==> src/rtl/div_pkg.sv <==
// Shared types and constants for the iterative divider.
// Signed operation is enabled with DIV_SIGNED_EN.
package div_pkg;

  localparam int DIV_WIDTH_DEF = 32;

  typedef enum logic [1:0] {
    S_IDLE,
    S_CALC,
    S_FIX,
    S_DONE
  } div_state_e;

  function automatic int cnt_width(input int w);
    return $clog2(w + 1);
  endfunction

endpackage

==> src/rtl/div_addsub_step.sv <==
// One non-restoring iteration: shift, add or subtract divisor,
// and produce the next quotient bit.
module div_addsub_step #(
  parameter int WIDTH = 32
) (
  input  logic [WIDTH:0]   rem_i,
  input  logic [WIDTH-1:0] dvs_i,
  input  logic             bit_i,
  output logic [WIDTH:0]   rem_o,
  output logic             q_o
);

  logic [WIDTH:0] shifted;
  logic [WIDTH:0] opnd;

  // The dropped top bit is harmless: the result always fits WIDTH+1 bits.
  assign shifted = {rem_i[WIDTH-1:0], bit_i};
  assign opnd    = {1'b0, dvs_i};
  assign rem_o   = rem_i[WIDTH] ? shifted + opnd : shifted - opnd;
  assign q_o     = ~rem_o[WIDTH];

endmodule

==> src/rtl/iter_divider.sv <==
// Iterative non-restoring divider, one quotient bit per clock.
// Define DIV_SIGNED_EN to add the signed_mode port and sign handling.
module iter_divider
  import div_pkg::*;
#(
  parameter int WIDTH = DIV_WIDTH_DEF
) (
  input  logic             clock,
  input  logic             clear,
  input  logic             start,
  input  logic [WIDTH-1:0] dividend,
  input  logic [WIDTH-1:0] divisor,
`ifdef DIV_SIGNED_EN
  input  logic             signed_mode,
`endif
  output logic             busy,
  output logic             done,
  output logic [WIDTH-1:0] quotient,
  output logic [WIDTH-1:0] remainder,
  output logic             div_by_zero
);

  localparam int CW = cnt_width(WIDTH);

  div_state_e       state_q, state_d;
  logic [CW-1:0]    cnt_q, cnt_d;
  logic [WIDTH:0]   rem_q, rem_d;
  logic [WIDTH-1:0] quo_q, quo_d;
  logic [WIDTH-1:0] dvs_q, dvs_d;
  logic             busy_q, busy_d;
  logic             done_q, done_d;
  logic [WIDTH-1:0] quot_q, quot_d;
  logic [WIDTH-1:0] rmd_q, rmd_d;
  logic             dbz_q, dbz_d;
`ifdef DIV_SIGNED_EN
  logic             qneg_q, qneg_d;
  logic             rneg_q, rneg_d;
  logic             a_neg, b_neg;
`endif

  logic [WIDTH-1:0] a_mag, b_mag;
  logic [WIDTH-1:0] rem_fix;
  logic [WIDTH:0]   step_rem;
  logic             step_q;

  div_addsub_step #(.WIDTH(WIDTH)) u_step (
    .rem_i (rem_q),
    .dvs_i (dvs_q),
    .bit_i (quo_q[WIDTH-1]),
    .rem_o (step_rem),
    .q_o   (step_q)
  );

  always_comb begin
    state_d = state_q;
    cnt_d   = cnt_q;
    rem_d   = rem_q;
    quo_d   = quo_q;
    dvs_d   = dvs_q;
    busy_d  = busy_q;
    done_d  = 1'b0;
    quot_d  = quot_q;
    rmd_d   = rmd_q;
    dbz_d   = dbz_q;
`ifdef DIV_SIGNED_EN
    qneg_d  = qneg_q;
    rneg_d  = rneg_q;
    a_neg   = signed_mode & dividend[WIDTH-1];
    b_neg   = signed_mode & divisor[WIDTH-1];
    a_mag   = a_neg ? -dividend : dividend;
    b_mag   = b_neg ? -divisor : divisor;
`else
    a_mag   = dividend;
    b_mag   = divisor;
`endif
    rem_fix = rem_q[WIDTH] ? rem_q[WIDTH-1:0] + dvs_q
                           : rem_q[WIDTH-1:0];
    unique case (state_q)
      S_IDLE: begin
        if (start) begin
          if (divisor == '0) begin
            state_d = S_DONE;
            done_d  = 1'b1;
            quot_d  = '1;
            rmd_d   = dividend;
            dbz_d   = 1'b1;
          end else begin
            state_d = S_CALC;
            busy_d  = 1'b1;
            cnt_d   = '0;
            rem_d   = '0;
            quo_d   = a_mag;
            dvs_d   = b_mag;
            dbz_d   = 1'b0;
`ifdef DIV_SIGNED_EN
            qneg_d  = a_neg ^ b_neg;
            rneg_d  = a_neg;
`endif
          end
        end
      end
      S_CALC: begin
        rem_d = step_rem;
        quo_d = {quo_q[WIDTH-2:0], step_q};
        cnt_d = cnt_q + CW'(1);
        if (cnt_q == CW'(WIDTH - 1))
          state_d = S_FIX;
      end
      S_FIX: begin
        state_d = S_DONE;
        busy_d  = 1'b0;
        done_d  = 1'b1;
`ifdef DIV_SIGNED_EN
        quot_d  = qneg_q ? -quo_q : quo_q;
        rmd_d   = rneg_q ? -rem_fix : rem_fix;
`else
        quot_d  = quo_q;
        rmd_d   = rem_fix;
`endif
      end
      S_DONE: begin
        state_d = S_IDLE;
      end
      default: begin
        state_d = S_IDLE;
      end
    endcase
  end

  always_ff @(posedge clock) begin
    if (clear) begin
      state_q <= S_IDLE;
      cnt_q   <= '0;
      rem_q   <= '0;
      quo_q   <= '0;
      dvs_q   <= '0;
      busy_q  <= 1'b0;
      done_q  <= 1'b0;
      quot_q  <= '0;
      rmd_q   <= '0;
      dbz_q   <= 1'b0;
`ifdef DIV_SIGNED_EN
      qneg_q  <= 1'b0;
      rneg_q  <= 1'b0;
`endif
    end else begin
      state_q <= state_d;
      cnt_q   <= cnt_d;
      rem_q   <= rem_d;
      quo_q   <= quo_d;
      dvs_q   <= dvs_d;
      busy_q  <= busy_d;
      done_q  <= done_d;
      quot_q  <= quot_d;
      rmd_q   <= rmd_d;
      dbz_q   <= dbz_d;
`ifdef DIV_SIGNED_EN
      qneg_q  <= qneg_d;
      rneg_q  <= rneg_d;
`endif
    end
  end

  assign busy        = busy_q;
  assign done        = done_q;
  assign quotient    = quot_q;
  assign remainder   = rmd_q;
  assign div_by_zero = dbz_q;

endmodule
==> config.mk <==
export PLATFORM = sky130hd
export DESIGN_NAME = iter_divider
export DESIGN_NICKNAME = d
export VERILOG_FILES = /design/src/rtl/div_pkg.sv /design/src/rtl/div_addsub_step.sv /design/src/rtl/iter_divider.sv
export SDC_FILE = /design/constraint.sdc
export NUM_CORES = 1
export LEC_CHECK = 0
export CAP_MARGIN = 20
export CELL_PAD_IN_SITES_DETAIL_PLACEMENT = 1
export CELL_PAD_IN_SITES_GLOBAL_PLACEMENT = 1
export CORE_UTILIZATION = 39
export CTS_BUF_LIST = sky130_fd_sc_hd__clkbuf_4
export CTS_CLUSTER_DIAMETER = 40
export CTS_CLUSTER_SIZE = 12
export DETAILED_ROUTE_END_ITERATION = 10
export PLACE_DENSITY_LB_ADDON = 0.1
export SLEW_MARGIN = 25
export SYNTH_ARGS = -nofsm -noshare
export SYNTH_HDL_FRONTEND = slang
export SYNTH_SLANG_ARGS = --single-unit
==> constraint.sdc <==
create_clock -name clock -period 4 [get_ports clock]
set_input_delay 0.4 -clock clock [delete_from_list [all_inputs] [get_ports clock]]
set_output_delay 0.4 -clock clock [all_outputs]
set_load 0.01 [all_outputs]
==> results by group <==
Place
  – Port Buffers: 133
  – Detail Placement HPWL: about 30000 um
  – Total placed cells including tap cells: 1891
  – Final GP Congestion: 0.891
  – Place WS: -0.151 ns

Setup path
  – Crit Path Category: reg -> reg
  – Crit path DAT: 4.52 ns
  – Worst EP required: 4.53 ns
  – CP startpoint: dvs_q[13]
  – Stages on worst setup path: 18
  – Worst R2R Path Depth: 18
  – Setup crit start kind: register
  – CP max FO: 4
  – CP Capture Point: rem_q[30]
  – Critical path's largest stage delay: 0.54 ns
  – Reg2reg end: rem_q[30]
  – Worst r2r src: dvs_q[13]
  – Crit path top cell by count: a21o_1
  – Worst-path cell chain: or4_4 > or3_4 > buf_6 > nor4_4 > buf_4 > a21oi_2 > xor2_1 > ha_1 > a21o_1 > a21o_1 > a21o_1 > a21o_1 > a21oi_2 > o31a_1 > buf_4 > o21ai_2 > xor2_1 > a22o_1
  – Setup slack, reg-to-reg: 0.01 ns
  – CP top delay family: compound AO/OA/AOI/OAI gates
  – CP Buf/Inv Count: 3
  – CP Capture Type: register
  – CP max-delay cell: or4_4

Synth
  – Avg Synthesized Cell Area: 7.82 um^2
  – Post-synth EDFFs: 0
  – Flops & latches, synth: 172
  – Area leader, netlist: dfxtp_1
  – Area contributors post-synth: dfxtp_1 (31%), ha_1 (7.8%), a21oi_1 (6.0%)
  – Synth top area share: 31.4%
  – Mapped cell area: between 10000 and 15000 um^2
  – Synth warn: 0
  – Synth Flop Type: dfxtp_1
  – Synth Instances: 1402
  – Synth unique cells: 73
  – Post-synth ARST share: 0%
  – Sequential share of the synthesized area: 31.4%
  – Synthesized Nets: 1539

Floorplan
  – DIE AREA: 28800 um^2
  – Die X: 170 um
  – CORE AREA: 27700 um^2
  – Io pins: 134
  – Die Y: about 170 um
  – Row count: 61
  – Starting Density: 39.6%

STA
  – Unrepaired setup endpoints after global routing: yes
  – Max Clk Rate: approximately 0.25 GHz
  – Setup violators final: 0
  – Final worst-path cycle share: between 90 and 100%
  – Max_slew headroom: 30.7%
  – Max-slew violation count: 0
  – Clock Skew: between 0.03 and 0.04 ns
  – Least-Margin Pin Slew: about 1 ns
  – Post-route minimum period: 3.99 ns
  – Fin worst setup slack: between 0.01 and 0.015 ns
  – Final hold vios: 0

Route
  – Number of remaining DRC errors: 0
  – Drt total wl: between 40000 and 50000 um
  – Final ANT Viol Nets: 0
  – Wire per inst: approximately 21 um
  – Via count: 11200
  – Avg Vias per Cell: 5.77
  – Starting DRT DRC Count: 774
  – Drt first pass iters: 6

Global routing
  – GR peak layer: met2
  – Largest net degree at the start of global routing: 112
  – Total track usage: 28.2%
  – GR Layer Usage met2: 43.5%
  – Vias in the first global route: 11100
  – Initial antenna violation count: 1
  – GRT overflow: 0
  – GR Util met1: 38.3%
  – First-pass GRT wire length: 62700 um
  – Met3 GRT Util: under 10%

CTS
  – CTS root buf: clkbuf_4
  – Worst-path clk slew: around 0.20 ns
  – # H-tree levels: 4
  – CTS Buf Count: 17
  – TritonCTS clock tree: yes
  – CTS Hold Bufs: 0
  – CTS sink cnt: 172
  – Clock latency on the worst-skew pair: 0.65 ns
  – Clock Tree Buf Depth: 2

Power
  – Max rail drop VDD: ~0.33 mV
  – PD cells: roughly 750 nW/um^2
  – Leakage: 5.41 nW

Cells and area
  – Area delta synth->final: 22.9%
  – Non-Filler Instances: between 1500 and 2000
  – Layout cells sized above 1: about a tenth
  – Final #Nets: approximately 1700
  – Commonest cells after routing, fill and taps aside: nor2_1 (172), dfxtp_1 (169), clkdlybuf4s50_1 (132)
  – Commonest non-fill, non-tap cell in the layout: nor2_1

Job
  – # Max-Cap Violations: 0

Min path
  – Worst hold start: clear
  – Worst hold-check path type: in -> reg

Run status
  – Status: complete, no violations
## cells by family after synthesis
logic type      synth area share, %
simple gates                   20.4
compound gates                 25.1
flops                          31.4
buf+inv                        4.15
xor+xnor                       6.22
fa+ha+maj                      8.13
mux                            4.60
## cells in the mapped netlist, types with 4 or more instances
master     number
nand2_1       112
dfxtp_1       172
o31ai_1         8
nor3_1         60
o311ai_0        8
nand2b_1        7
ha_1           68
nor2_1        173
mux2i_1        47
inv_1          32
a22oi_1        15
xnor2_1        39
a31oi_1         4
nor4_1         20
a2111oi_0       6
a21oi_1       131
o31a_1          6
a22o_1          9
and2_1          6
o211ai_1       10
a21o_1         38
buf_1           9
nor2b_1        11
a211oi_1       20
a221oi_1        7
a21boi_0        6
o21a_1         13
o21bai_1        7
buf_2           7
nand4_1         6
a211o_1         5
nand3_1        30
or3_1          35
xor2_1         37
o21ai_0       105
clkbuf_1       70
o41ai_1         7
## how the worst min path moves through the flow
| stage | slack [ns] | end | cells past startpoint |
|---|---|---|---|
| 2_1_floorplan | 0.45 | cnt_q[1] | 2 |
| 3_3_place_gp | 0.44 | quotient[14] | 2 |
| 3_5_place_dp | 0.44 | quotient[25] | 2 |
| 4_1_cts | 0.26 | rem_q[18] | 2 |
| 5_1_grt | 0.26 | rem_q[18] | 2 |
| 6_report | 0.26 | rem_q[18] | 2 |
## sequential cells by signal, indices dropped and copies added, names as in the netlist
signal / flops
busy: 1
cnt_q: 6
div_by_zero: 1
done: 1
dvs_q: 32
quo_q: 32
quotient: 32
rem_q: 33
remainder: 32
state_q: 2
## worst reg2reg max path, delay by kind of cell, from the launching register on
| family | cells | cell delay (ns) |
|---|---|---|
| flip-flops | 1 | 0.36 |
| AND/OR/NAND/NOR | 3 | 1.05 |
| buffers and inverters | 3 | 0.47 |
| adder cells (fa/ha/maj) | 1 | 0.30 |
| XOR/XNOR | 2 | 0.30 |
| AO/OA/AOI/OAI | 9 | 1.38 |
## repair_timing
item / 4_1_cts / 5_1_grt
endpoints found under the setup margin: 4 / 9
pin swaps: 10 / 22
setup buffers: 6 / 4
resized for setup: 9 / 15
hold endpoints to repair: 0 / 0
## power breakdown
group	switching [mW]	total [mW]	internal (mW)
Sequential	0.411	2.54	2.13
Combinational	3.67	6.37	2.70
Clock	0.763	1.16	0.394
Total	4.85	10.1	5.22
## layout make-up
type | instances | area [um^2]
Antenna cell | 1 | 2.50
Clock buffer | 17 | 128
Clock inverter | 15 | 180
Fill cell | 3412 | 14200
Inverter | 33 | 124
Multi-Input combinational cell | 1111 | 7210
Sequential cell | 172 | 3450
Tap cell | 378 | 473
Timing Repair Buffer | 207 | 1910
## layer usage
| metal | vias up | routed length, um |
|---|---|---|
| met3 | 63 | 2120 |
| li1 | 5367 | - |
| met4 | 0 | 1670 |
| met2 | 310 | 17500 |
| met5 | - | 0 |
| met1 | 5417 | 19000 |
## through the flow
step	hold slack, ns	cell area (um^2)	util [%]	TNS [ns]	power, mW
global route	0.257	13500	48.6	-0.698	10.8
finish	0.260	13500	48.6	0	10.1
CTS	0.258	13400	48.3	0	9.86
detailed placement	0.444	13000	46.9	-0.263	8.57
floorplan	0.449	11000	-	0	6.45
global placement	0.438	13000	46.9	-0.0887	8.42
Power figures use the tool's default switching activity.
